$ cat src/rtl/magic_pkg.sv
// Shared types for the MAGIC NOR sequencer: FSM states, the NOR op word layout
// and the width helpers used to size cell and program addresses.
package magic_pkg;

  typedef enum logic [1:0] {
    IDLE = 2'd0,
    INIT = 2'd1,
    EVAL = 2'd2,
    DONE = 2'd3
  } state_t;

  function automatic int cw_of(input int n_cells);
    return $clog2(n_cells);
  endfunction

  function automatic int pw_of(input int prog_depth);
    return $clog2(prog_depth);
  endfunction

  localparam int DEF_N_CELLS    = 32;
  localparam int DEF_PROG_DEPTH = 32;
  localparam int DEF_CW         = cw_of(DEF_N_CELLS);
  localparam int DEF_PW         = pw_of(DEF_PROG_DEPTH);

  // One program word: dst cell is MAGIC-initialised, then written with NOR(src_a, src_b).
  typedef struct packed {
    logic [DEF_CW-1:0] dst;
    logic [DEF_CW-1:0] src_a;
    logic [DEF_CW-1:0] src_b;
  } nor_op_t;

endpackage

$ cat src/rtl/magic_cell_array.sv
// Emulated memristor row: one bit per cell, bulk input load, two combinational
// read ports and a single write port that either initialises to 1 or stores a NOR.
module magic_cell_array #(
  parameter int N_IN    = 8,
  parameter int N_CELLS = 32,
  parameter int CW      = 5
) (
  input  logic               clk,
  input  logic               rst,
  input  logic               load_en,
  input  logic [N_IN-1:0]    load_data,
  input  logic [CW-1:0]      rd_a_addr,
  input  logic [CW-1:0]      rd_b_addr,
  output logic               rd_a_data,
  output logic               rd_b_data,
  input  logic [CW-1:0]      wr_addr,
  input  logic               wr_init,
  input  logic               wr_eval,
  output logic [N_CELLS-1:0] cells_q
);

  logic [N_CELLS-1:0] cells;

  assign rd_a_data = cells[rd_a_addr];
  assign rd_b_data = cells[rd_b_addr];
  assign cells_q   = cells;

  always_ff @(posedge clk) begin
    if (rst) begin
      cells <= '0;
    end else if (load_en) begin
      cells[N_IN-1:0] <= load_data;
    end else if (wr_init) begin
      cells[wr_addr] <= 1'b1;
    end else if (wr_eval) begin
      cells[wr_addr] <= ~(rd_a_data | rd_b_data);
    end
  end

endmodule

$ cat src/rtl/magic_nor_sequencer.sv
// Runs a loaded NOR-only program over the cell array once per input vector,
// issuing a MAGIC INIT cycle followed by an EVAL cycle for every op.
module magic_nor_sequencer
  import magic_pkg::*;
#(
  parameter int N_IN       = 8,
  parameter int N_CELLS    = DEF_N_CELLS,
  parameter int PROG_DEPTH = DEF_PROG_DEPTH,
  localparam int CW        = cw_of(N_CELLS),
  localparam int PW        = pw_of(PROG_DEPTH)
) (
  input  logic            clk,
  input  logic            rst,
  input  logic            prog_we,
  input  logic [PW-1:0]   prog_addr,
  input  logic [3*CW-1:0] prog_wdata,
  input  logic            cfg_we,
  input  logic [PW:0]     cfg_len,
  input  logic [CW-1:0]   cfg_out,
  output logic            prog_err,
  input  logic            in_valid,
  output logic            in_ready,
  input  logic [N_IN-1:0] in_data,
  output logic            out_valid,
  input  logic            out_ready,
  output logic            out_data,
  output logic            busy,
  output logic [1:0]      dbg_state,
  output logic [PW:0]     dbg_prog_len
);

  // Handshakes: a transfer happens on a rising edge where valid and ready are both
  // high; out_valid/out_data stay stable until that edge, and in_valid is only
  // looked at while in_ready is high (IDLE with a non-empty program).

  localparam logic [PW:0] LEN_MAX = (PW+1)'(PROG_DEPTH);

  logic [3*CW-1:0]    prog_mem [PROG_DEPTH];
  state_t             state, state_nxt;
  logic [PW-1:0]      pc;
  logic [PW:0]        prog_len;
  logic [CW-1:0]      out_cell;
  logic               out_q;
  nor_op_t            cur_op;
  logic               idle, load_en, last_op, wr_init, wr_eval;
  logic               rd_a, rd_b;
  logic [N_CELLS-1:0] cells;

  assign idle      = (state == IDLE);
  assign cur_op    = prog_mem[pc];
  assign last_op   = ({1'b0, pc} == (prog_len - 1'b1));
  assign in_ready  = idle && (prog_len != '0);
  assign load_en   = in_valid && in_ready;
  assign prog_err  = (prog_we || cfg_we) && !idle;
  assign out_data  = out_q;
  assign dbg_state = state;
  assign dbg_prog_len = prog_len;

  always_comb begin
    state_nxt = state;
    wr_init   = 1'b0;
    wr_eval   = 1'b0;
    out_valid = 1'b0;
    busy      = 1'b0;
    case (state)
      IDLE: if (load_en) state_nxt = INIT;
      INIT: begin
        wr_init   = 1'b1;
        busy      = 1'b1;
        state_nxt = EVAL;
      end
      EVAL: begin
        wr_eval   = 1'b1;
        busy      = 1'b1;
        state_nxt = last_op ? DONE : INIT;
      end
      DONE: begin
        out_valid = 1'b1;
        if (out_ready) state_nxt = IDLE;
      end
      default: state_nxt = IDLE;
    endcase
  end

  always_ff @(posedge clk) begin
    if (rst) state <= IDLE;
    else     state <= state_nxt;
  end

  always_ff @(posedge clk) begin
    if (rst) begin
      pc       <= '0;
      prog_len <= '0;
      out_cell <= '0;
      out_q    <= 1'b0;
    end else begin
      if (idle && cfg_we) begin
        prog_len <= (cfg_len > LEN_MAX) ? LEN_MAX : cfg_len;
        out_cell <= cfg_out;
      end
      if (load_en) pc <= '0;
      else if (wr_eval && !last_op) pc <= pc + 1'b1;
      // The final EVAL may itself write the output cell, so forward the NOR result.
      if (wr_eval && last_op)
        out_q <= (cur_op.dst == out_cell) ? ~(rd_a | rd_b) : cells[out_cell];
    end
  end

  always_ff @(posedge clk) begin
    if (prog_we && idle) prog_mem[prog_addr] <= prog_wdata;
  end

  magic_cell_array #(
    .N_IN    (N_IN),
    .N_CELLS (N_CELLS),
    .CW      (CW)
  ) u_cells (
    .clk       (clk),
    .rst       (rst),
    .load_en   (load_en),
    .load_data (in_data),
    .rd_a_addr (cur_op.src_a),
    .rd_b_addr (cur_op.src_b),
    .rd_a_data (rd_a),
    .rd_b_data (rd_b),
    .wr_addr   (cur_op.dst),
    .wr_init   (wr_init),
    .wr_eval   (wr_eval),
    .cells_q   (cells)
  );

endmodule
$ cat config.mk
export PLATFORM = sky130hd
export DESIGN_NAME = magic_nor_sequencer
export DESIGN_NICKNAME = d
export VERILOG_FILES = /design/src/rtl/magic_pkg.sv /design/src/rtl/magic_cell_array.sv /design/src/rtl/magic_nor_sequencer.sv
export SDC_FILE = /design/constraint.sdc
export NUM_CORES = 1
export LEC_CHECK = 0
export BUFFER_PORTS_ARGS = -buffer_cell sky130_fd_sc_hd__clkbuf_2
export CAP_MARGIN = 40
export CELL_PAD_IN_SITES_DETAIL_PLACEMENT = 0
export CELL_PAD_IN_SITES_GLOBAL_PLACEMENT = 2
export CORE_ASPECT_RATIO = 1.4
export CORE_MARGIN = 3
export CORE_UTILIZATION = 48
export DETAILED_ROUTE_END_ITERATION = 10
export PLACE_DENSITY = 0.83
export SLEW_MARGIN = 5
export SYNTH_ARGS = -nofsm -noshare
export SYNTH_HDL_FRONTEND = slang
export SYNTH_HIERARCHICAL = 1
export SYNTH_SLANG_ARGS = --single-unit
$ cat constraint.sdc
create_clock -name clk -period 5.8 [get_ports clk]
set_clock_uncertainty 0.2 [all_clocks]
set_input_delay 0.29 -clock clk [delete_from_list [all_inputs] [get_ports clk]]
set_output_delay 0.29 -clock clk [all_outputs]
set_load 0.02 [all_outputs]
==> results.md, run 1 <==
* Outcome: finished, final reports clean
* VDD IR-drop max at 0.244 mV
* Initial DRC Count at 992
* Post-synthesis sequential area ratio at 0.697
* DP HPWL at 34400 um
* Worst-margin pin slew at approximately 0.94 ns
* Leading area contributor after synthesis: edfxtp_1
* RSZ-0062 raised after global routing: false
* Slowest CP cell: dfxtp_4
* Critical Path Fanout Max at 31
* Diodes inserted at 0
* Combinational family with the most area after synthesis: multiplexers
* Post-synth top flop: edfxtp_1
* CTS buffer count at 50
* Layout cells sized above 1 at 0.245
* Finish-stage setup viols at 0
* Setup Crit Path Kind: register to register
* Arr. time, crit path at 5.19 ns
* Synth Area in Adders at 0.00449
* Post-synthesis simple-gate area fraction at 0.0639
* GRT Resource Usage Total at 0.220
* CTS max path bufs at 3
* Crit-path cells: mux4_2 -> mux4_2 -> nand2_1 -> nand2_1 -> mux2i_1 -> a22oi_1 -> nand4b_1 -> a21oi_1 -> a311oi_1 -> inv_1 -> nor2_1 -> mux2i_1 -> or4_1 -> a21oi_1
* Nets at around 1500
* Commonest non-fill, non-tap cells in the layout: 480 x edfxtp_1, 118 x mux4_2, 93 x nand2_1
* Tcrit/Tclk final at 0.842
* Area Overhead vs Synth at 14.8%
* Compound-Gate Fraction of Synth Area at 0.0471
* Die W at 188 um
* H-tree depth at 2
* Ys Warns at 6
* Syn Area/Cell at 17.1 sq um
* Tightest Hold Check Type: input pin to register
* Commonest non-fill, non-tap cell in the layout: edfxtp_1
* Total core area at 45500 sq um
* Post-synth ARST share at 0
* Row Count at 92
* Initial antenna violation count at 0
* CP Launch Type: register
* Slowest stage delay, CP at roughly 0.74 ns
* Routed len/inst at 25.7 um
* Initial core utilization at 0.490
* Worst-path clk slew at 0.07 ns
* Slew Limit Fails at 0
* Cells after synthesis at 1302
* Routability congestion estimate at 0.799
* Number of I/O port buffers at 57
* Worst slew margin at 0.371
* Die extent in y at roughly 260 um
* Max Cap Violations at 0
* Antenna-violating nets left at 0
* Reg area at 15500 sq um
* CTS sink cnt at 536
* Number of flops mapped to enable cells by yosys at 480
* Post-synth net total at 1355
* Cell area after synthesis at 22300 sq um
* Tot Pwr at 0.00919 W
* Proportion of synthesized area in mux cells at 0.164
* TritonCTS clock tree: built
* Tmin final at 4.88 ns
* Setup TNS at 0 ns
* Register-to-register setup slack at approximately 0.9 ns
* Number of global-route vias before repair at 12700
* Area share of the largest cell type after synthesis at 0.647
* Residual DRC count at 0
* Global-route wire length before repair at 80600 um
* Total congestion overflow at 0
* DR vias/cell at 5.91
* FF+latch count, synth at 536
* Filler cells at 3465
* Largest net degree at the start of global routing at approximately 50
* Multi-input gate area at 6380 sq um
* Top cells by area, synth: edfxtp_1 65%, mux4_2 12%, dfxtp_1 5.0%
* Clk_lat worst skew at 0.58 ns
* Fin Hold WS at 0.0211 ns
* Post-Synth XOR/XNOR Area at 0.00511
* FMAX at around 200 MHz
* Root Driver: clkbuf_16
* CP required at slightly above 6 ns
* Hold Vio Cnt, Final at 0
* Boundary Pins at 58
* Leakage at between 8 and 9 nW
* Pwr per Cell Area at 359 nW/um^2
* DR vias at 12300
* DRT Wirelength at 53300 um
* Die area at roughly 50000 sq um
* Cell variety after synth at 59
* Crit end category: register
* DR pass1 iterations at 5
==> Yosys cell counts, types with 3 or more instances <==
cell,n
nand2_1,93
buf_1,6
mux4_2,118
nand2b_1,8
buf_6,9
nand4b_1,3
a221oi_1,7
mux2i_1,89
nor2_1,71
mux4_1,4
nand4_1,6
nor4b_1,8
nand3_1,18
a211oi_1,4
nand3b_1,9
a22oi_1,20
o22ai_1,10
and2_1,6
inv_1,11
o21ai_0,13
nor2b_1,21
nor3_1,10
xor2_1,8
buf_2,9
dfxtp_1,56
a311oi_1,7
a21oi_1,58
o21a_1,3
ha_1,8
edfxtp_1,480
o21ai_1,6
or2_2,17
clkbuf_1,39
buf_4,6
a311oi_2,4
o31ai_1,3
a31oi_1,20
xnor2_1,5
or3_1,4
==> metal layers <==
metal | GRT usage | wire length [um] | vias up
met5 | 0 | 0 | -
met4 | 0.0711 | 1680 | 0
met3 | 0.0300 | 2790 | 90
met2 | 0.403 | 28600 | 399
met1 | 0.272 | 20300 | 6344
li1 | - | - | 5438
==> sequential cells by signal (all words and copies together), names as in the netlist, named ones only <==
register         cells
prog_mem           480
pc                   5
dbg_prog_len         6
u_cells/cells_q     32
out_cell             5
dbg_state            2
out_data             1
==> metrics by stage <==
| step | worst slack (ns) | std cells | util | area, sq um |
|---|---|---|---|---|
| final | 0.917 | 2075 | 0.563 | 25600 |
| after global routing | 0.532 | 2075 | 0.563 | 25600 |
| after CTS | 0.929 | 2075 | 0.563 | 25600 |
| after detailed placement | 0.941 | 1959 | 0.517 | 23500 |
| after global placement | 0.984 | 1951 | 0.515 | 23400 |
| after floorplan | 1.45 | 1302 | - | 22300 |
==> area by class of cell <==
cell class	instances	share of cell area
Inverter	11	0.00161
Clock inverter	35	0.0209
Tap cell	611	0.0299
Clock buffer	59	0.0518
Sequential cell	536	0.607
Multi-Input combinational cell	686	0.249
Timing Repair Buffer	137	0.0390
==> worst paths after layout <==
path / start / depth (start not counted) / to
setup / recovery: register / 14 / out_data
hold / removal: in_valid / 5 / dbg_state[0]
setup reg to reg: register / 14 / out_data
hold reg to reg: dbg_prog_len[4] / 2 / dbg_prog_len[4]
==> power breakdown <==
part / internal (W) / switching, W / leakage (nW) / total [W]
clock network: 0.00223 / 0.00143 / 0.900 / 0.00365
registers: 0.00428 / 0.000107 / 4.78 / 0.00439
logic: 0.000469 / 0.000681 / 2.46 / 0.00115
==> timing repair <==
item,in CTS,in global routing
resized for setup,0,0
buffers inserted,0,0
hold buffers,22,0
endpoints found under the hold margin,20,0
==> cell families after synthesis <==
family | after synthesis
AOI/OAI and AO/OA | 163
buffers and inverters | 80
and+or+nand+nor | 290
adders and majority gates | 8
DFF | 536
xor gates and xnor gates | 13
muxes | 212
==> critical path: cells and delay by family (launching register included) <==
family / cells / cell delay (ns)
and+or+nand+nor: 5 / 1.50
muxes: 4 / 1.47
AOI/OAI and AO/OA: 4 / 0.78
DFF: 1 / 0.74
buffers and inverters: 1 / 0.09
No activity file was read; power rests on OpenSTA's default activity.
==> inputs of run 2 (changes only) <==
- CORE_UTILIZATION: 48 -> 43
- PLACE_DENSITY: 0.83 -> 0.79
- clock period: 5.8 -> 4.2 ns (I/O delays scaled with it)
==> results.md, run 2 (synthesized netlist as in run 1, its figures left out) <==
* Initial core utilization at 0.436 (-0.0543)
* Tmin final at 4.01 ns (-0.874 ns)
* Die extent in y at 275 um (+5.5%)
* Max Cap Violations at 0 (unchanged)
* Die W at 198 um (+5.5%)
* Antenna-violating nets left at 0 (unchanged)
* Routability congestion estimate at 0.850 (+6.4%)
* Worst slew margin at 0.490 (+0.119)
* Tcrit/Tclk final at 0.955 (+0.113)
* Fin Hold WS at 0.0109 ns (-0.0102 ns)
* Global-route wire length before repair at 84100 um (+4.4%)
* Finish-stage setup viols at 0 (unchanged)
* Crit end category: register
* M3 GR Usage at 0.0245 (-0.00545)
* Tightest Hold Check Type: input pin to register
* Hold Vio Cnt, Final at 0 (unchanged)
* Boundary Pins at 58 (unchanged)
* DRT Wirelength at 57400 um (+7.7%)
* CTS buffer count at 51 (+2.0%)
* DP HPWL at 36400 um (+5.8%)
* Root Driver: clkbuf_16
* Register-to-register setup slack at 0.19 ns (-0.73 ns)
* Slew Limit Fails at 0 (unchanged)
* Number of I/O port buffers at 57 (unchanged)
* Layout cells sized above 1 at 0.274 (+0.0299)
* Tot Pwr at 0.0126 W (+37%)
* Commonest non-fill, non-tap cells in the layout: 480 x edfxtp_1, 118 x mux4_2, 94 x buf_4
* Top reg by flops: prog_mem
* Total congestion overflow at 0 (unchanged)
* Routed len/inst at 26.4 um (+2.6%)
* Clk_lat worst skew at 0.59 ns (about the same)
* Largest register FFs at 480 (unchanged)
* GRT Resource Usage Total at 0.209 (-0.0108)
* CTS max path bufs at 3 (unchanged)
* Largest net degree at the start of global routing at 48 (-2.0%)
* Pwr per Cell Area at 481 nW/um^2 (+34%)
* Die area at 54600 sq um (+11%)
* Initial DRC Count at 947 (-4.5%)
* Commonest non-fill, non-tap cell in the layout: edfxtp_1
* Setup Slack @ Placement at 0.169 ns (-0.771 ns)
* Arr. time, crit path at 4.32 ns (-0.87 ns)
* TritonCTS clock tree: built
* Worst-margin pin slew at 0.758 ns (-0.183 ns)
* HP Start: in_valid
* Initial antenna violation count at 0 (unchanged)
* CP required at 4.51 ns (-1.60 ns)
* Total core area at 51100 sq um (+12%)
* Outcome: finished, final reports clean
* Row Count at 98 (+6.5%)
* RSZ-0062 raised after global routing: true
* Leakage at 8.44 nW (+3.7%)
* Met2 usage at 0.378 (-0.0246)
* H-tree depth at 2 (unchanged)
* Layer with the highest usage: met2
* Nets at 1540 (+4.4%)
* FMAX at 249 MHz (+22%)
* Critical Path Fanout Max at 15 (-52%)
* Met1 Track Usage GR at 0.266 (-0.00630)
* CP Launch Type: register
* Diodes inserted at 0 (unchanged)
* Layout Utilization at 0.512 (-0.0505)
* Setup Crit Path Kind: register to register
* Worst-path clk slew at 0.06 ns (about the same)
* Residual DRC count at 0 (unchanged)
* DR vias/cell at 5.78 (-2.3%)
* Final WS setup at 0.191 ns (-0.726 ns)
* DR vias at 12600 (+2.5%)
* Number of global-route vias before repair at 12800 (+1.3%)
* Area Overhead vs Synth at 17.5%
* DR pass1 iterations at 7 (+2)
* CTS sink cnt at 536 (unchanged)
* VDD IR-drop max at 0.329 mV (+35%)
## run 2: cell types whose count changed in the layout (fill, tap and decap cells not counted), moves of 3 or more
cell / before / now
clkbuf_1: 6 / 10
bufinv_16: 13 / 7
inv_6: 1 / 4
nor2_2: 13 / 27
nor2_1: 59 / 45
buf_12: 1 / 9
dlygate4sd3_1: 22 / 36
clkbuf_16: 51 / 54
buf_8: 6 / 0
clkinv_1: 5 / 9
buf_4: 51 / 94
## run 2: area by class of cell
class	instances	area, sq um
inverters	11	41.3
clock buffers	62	1340
flip-flops and latches	536	15500
well taps	650	813
multi-input cells	686	6440
fillers	4124	24900
clock inverters	31	368
repair buffers	201	1650
## run 2: power by group
part           internal, W  switching (W)  total, W
sequential         0.00592       0.000119   0.00604
clock              0.00271        0.00198   0.00470
combinational     0.000837        0.00104   0.00187
total              0.00947        0.00314    0.0126
## run 2: final timing paths
path	to	depth (start not counted)
max	out_data	16
min	dbg_state[0]	4
max reg2reg	out_data	16
min reg2reg	pc[4]	2
## run 2: metrics by stage
step	instances	instance area [sq um]	setup TNS [ns]
floorplan	1302	22300	0
global placement	2043	24000	0
detailed placement	2043	24000	0
CTS	2172	26100	0
global route	2177	26200	-0.0420
finish	2177	26200	0
## run 2: layer usage
metal | wire, um | part of all wire
met5 | 0 | 0
met3 | 2950 | 0.051
met4 | 1700 | 0.030
met1 | 22500 | 0.39
met2 | 30300 | 0.53
## run 2: critical path: stages (launching register included)
cell and delay, ns:
dfxtp_4 0.44, buf_12 0.13, clkbuf_16 0.20, mux4_2 0.53, mux4_2 0.48, nand2_1 0.08, nand2_1 0.11, and2b_2 0.29
a22oi_1 0.09, nand3_1 0.09, nand2_1 0.08, a311oi_2 0.28, inv_1 0.10, nor2_1 0.12, mux2i_1 0.08, or4_1 0.51
a21oi_1 0.12
## run 2: timing repair
item                       in CTS  in global routing
setup buffers                   0                  4
setup endpoints to repair       0                  7
hold buffers                   36                  0
resized for setup               0                  9
hold endpoints to repair       22                  0
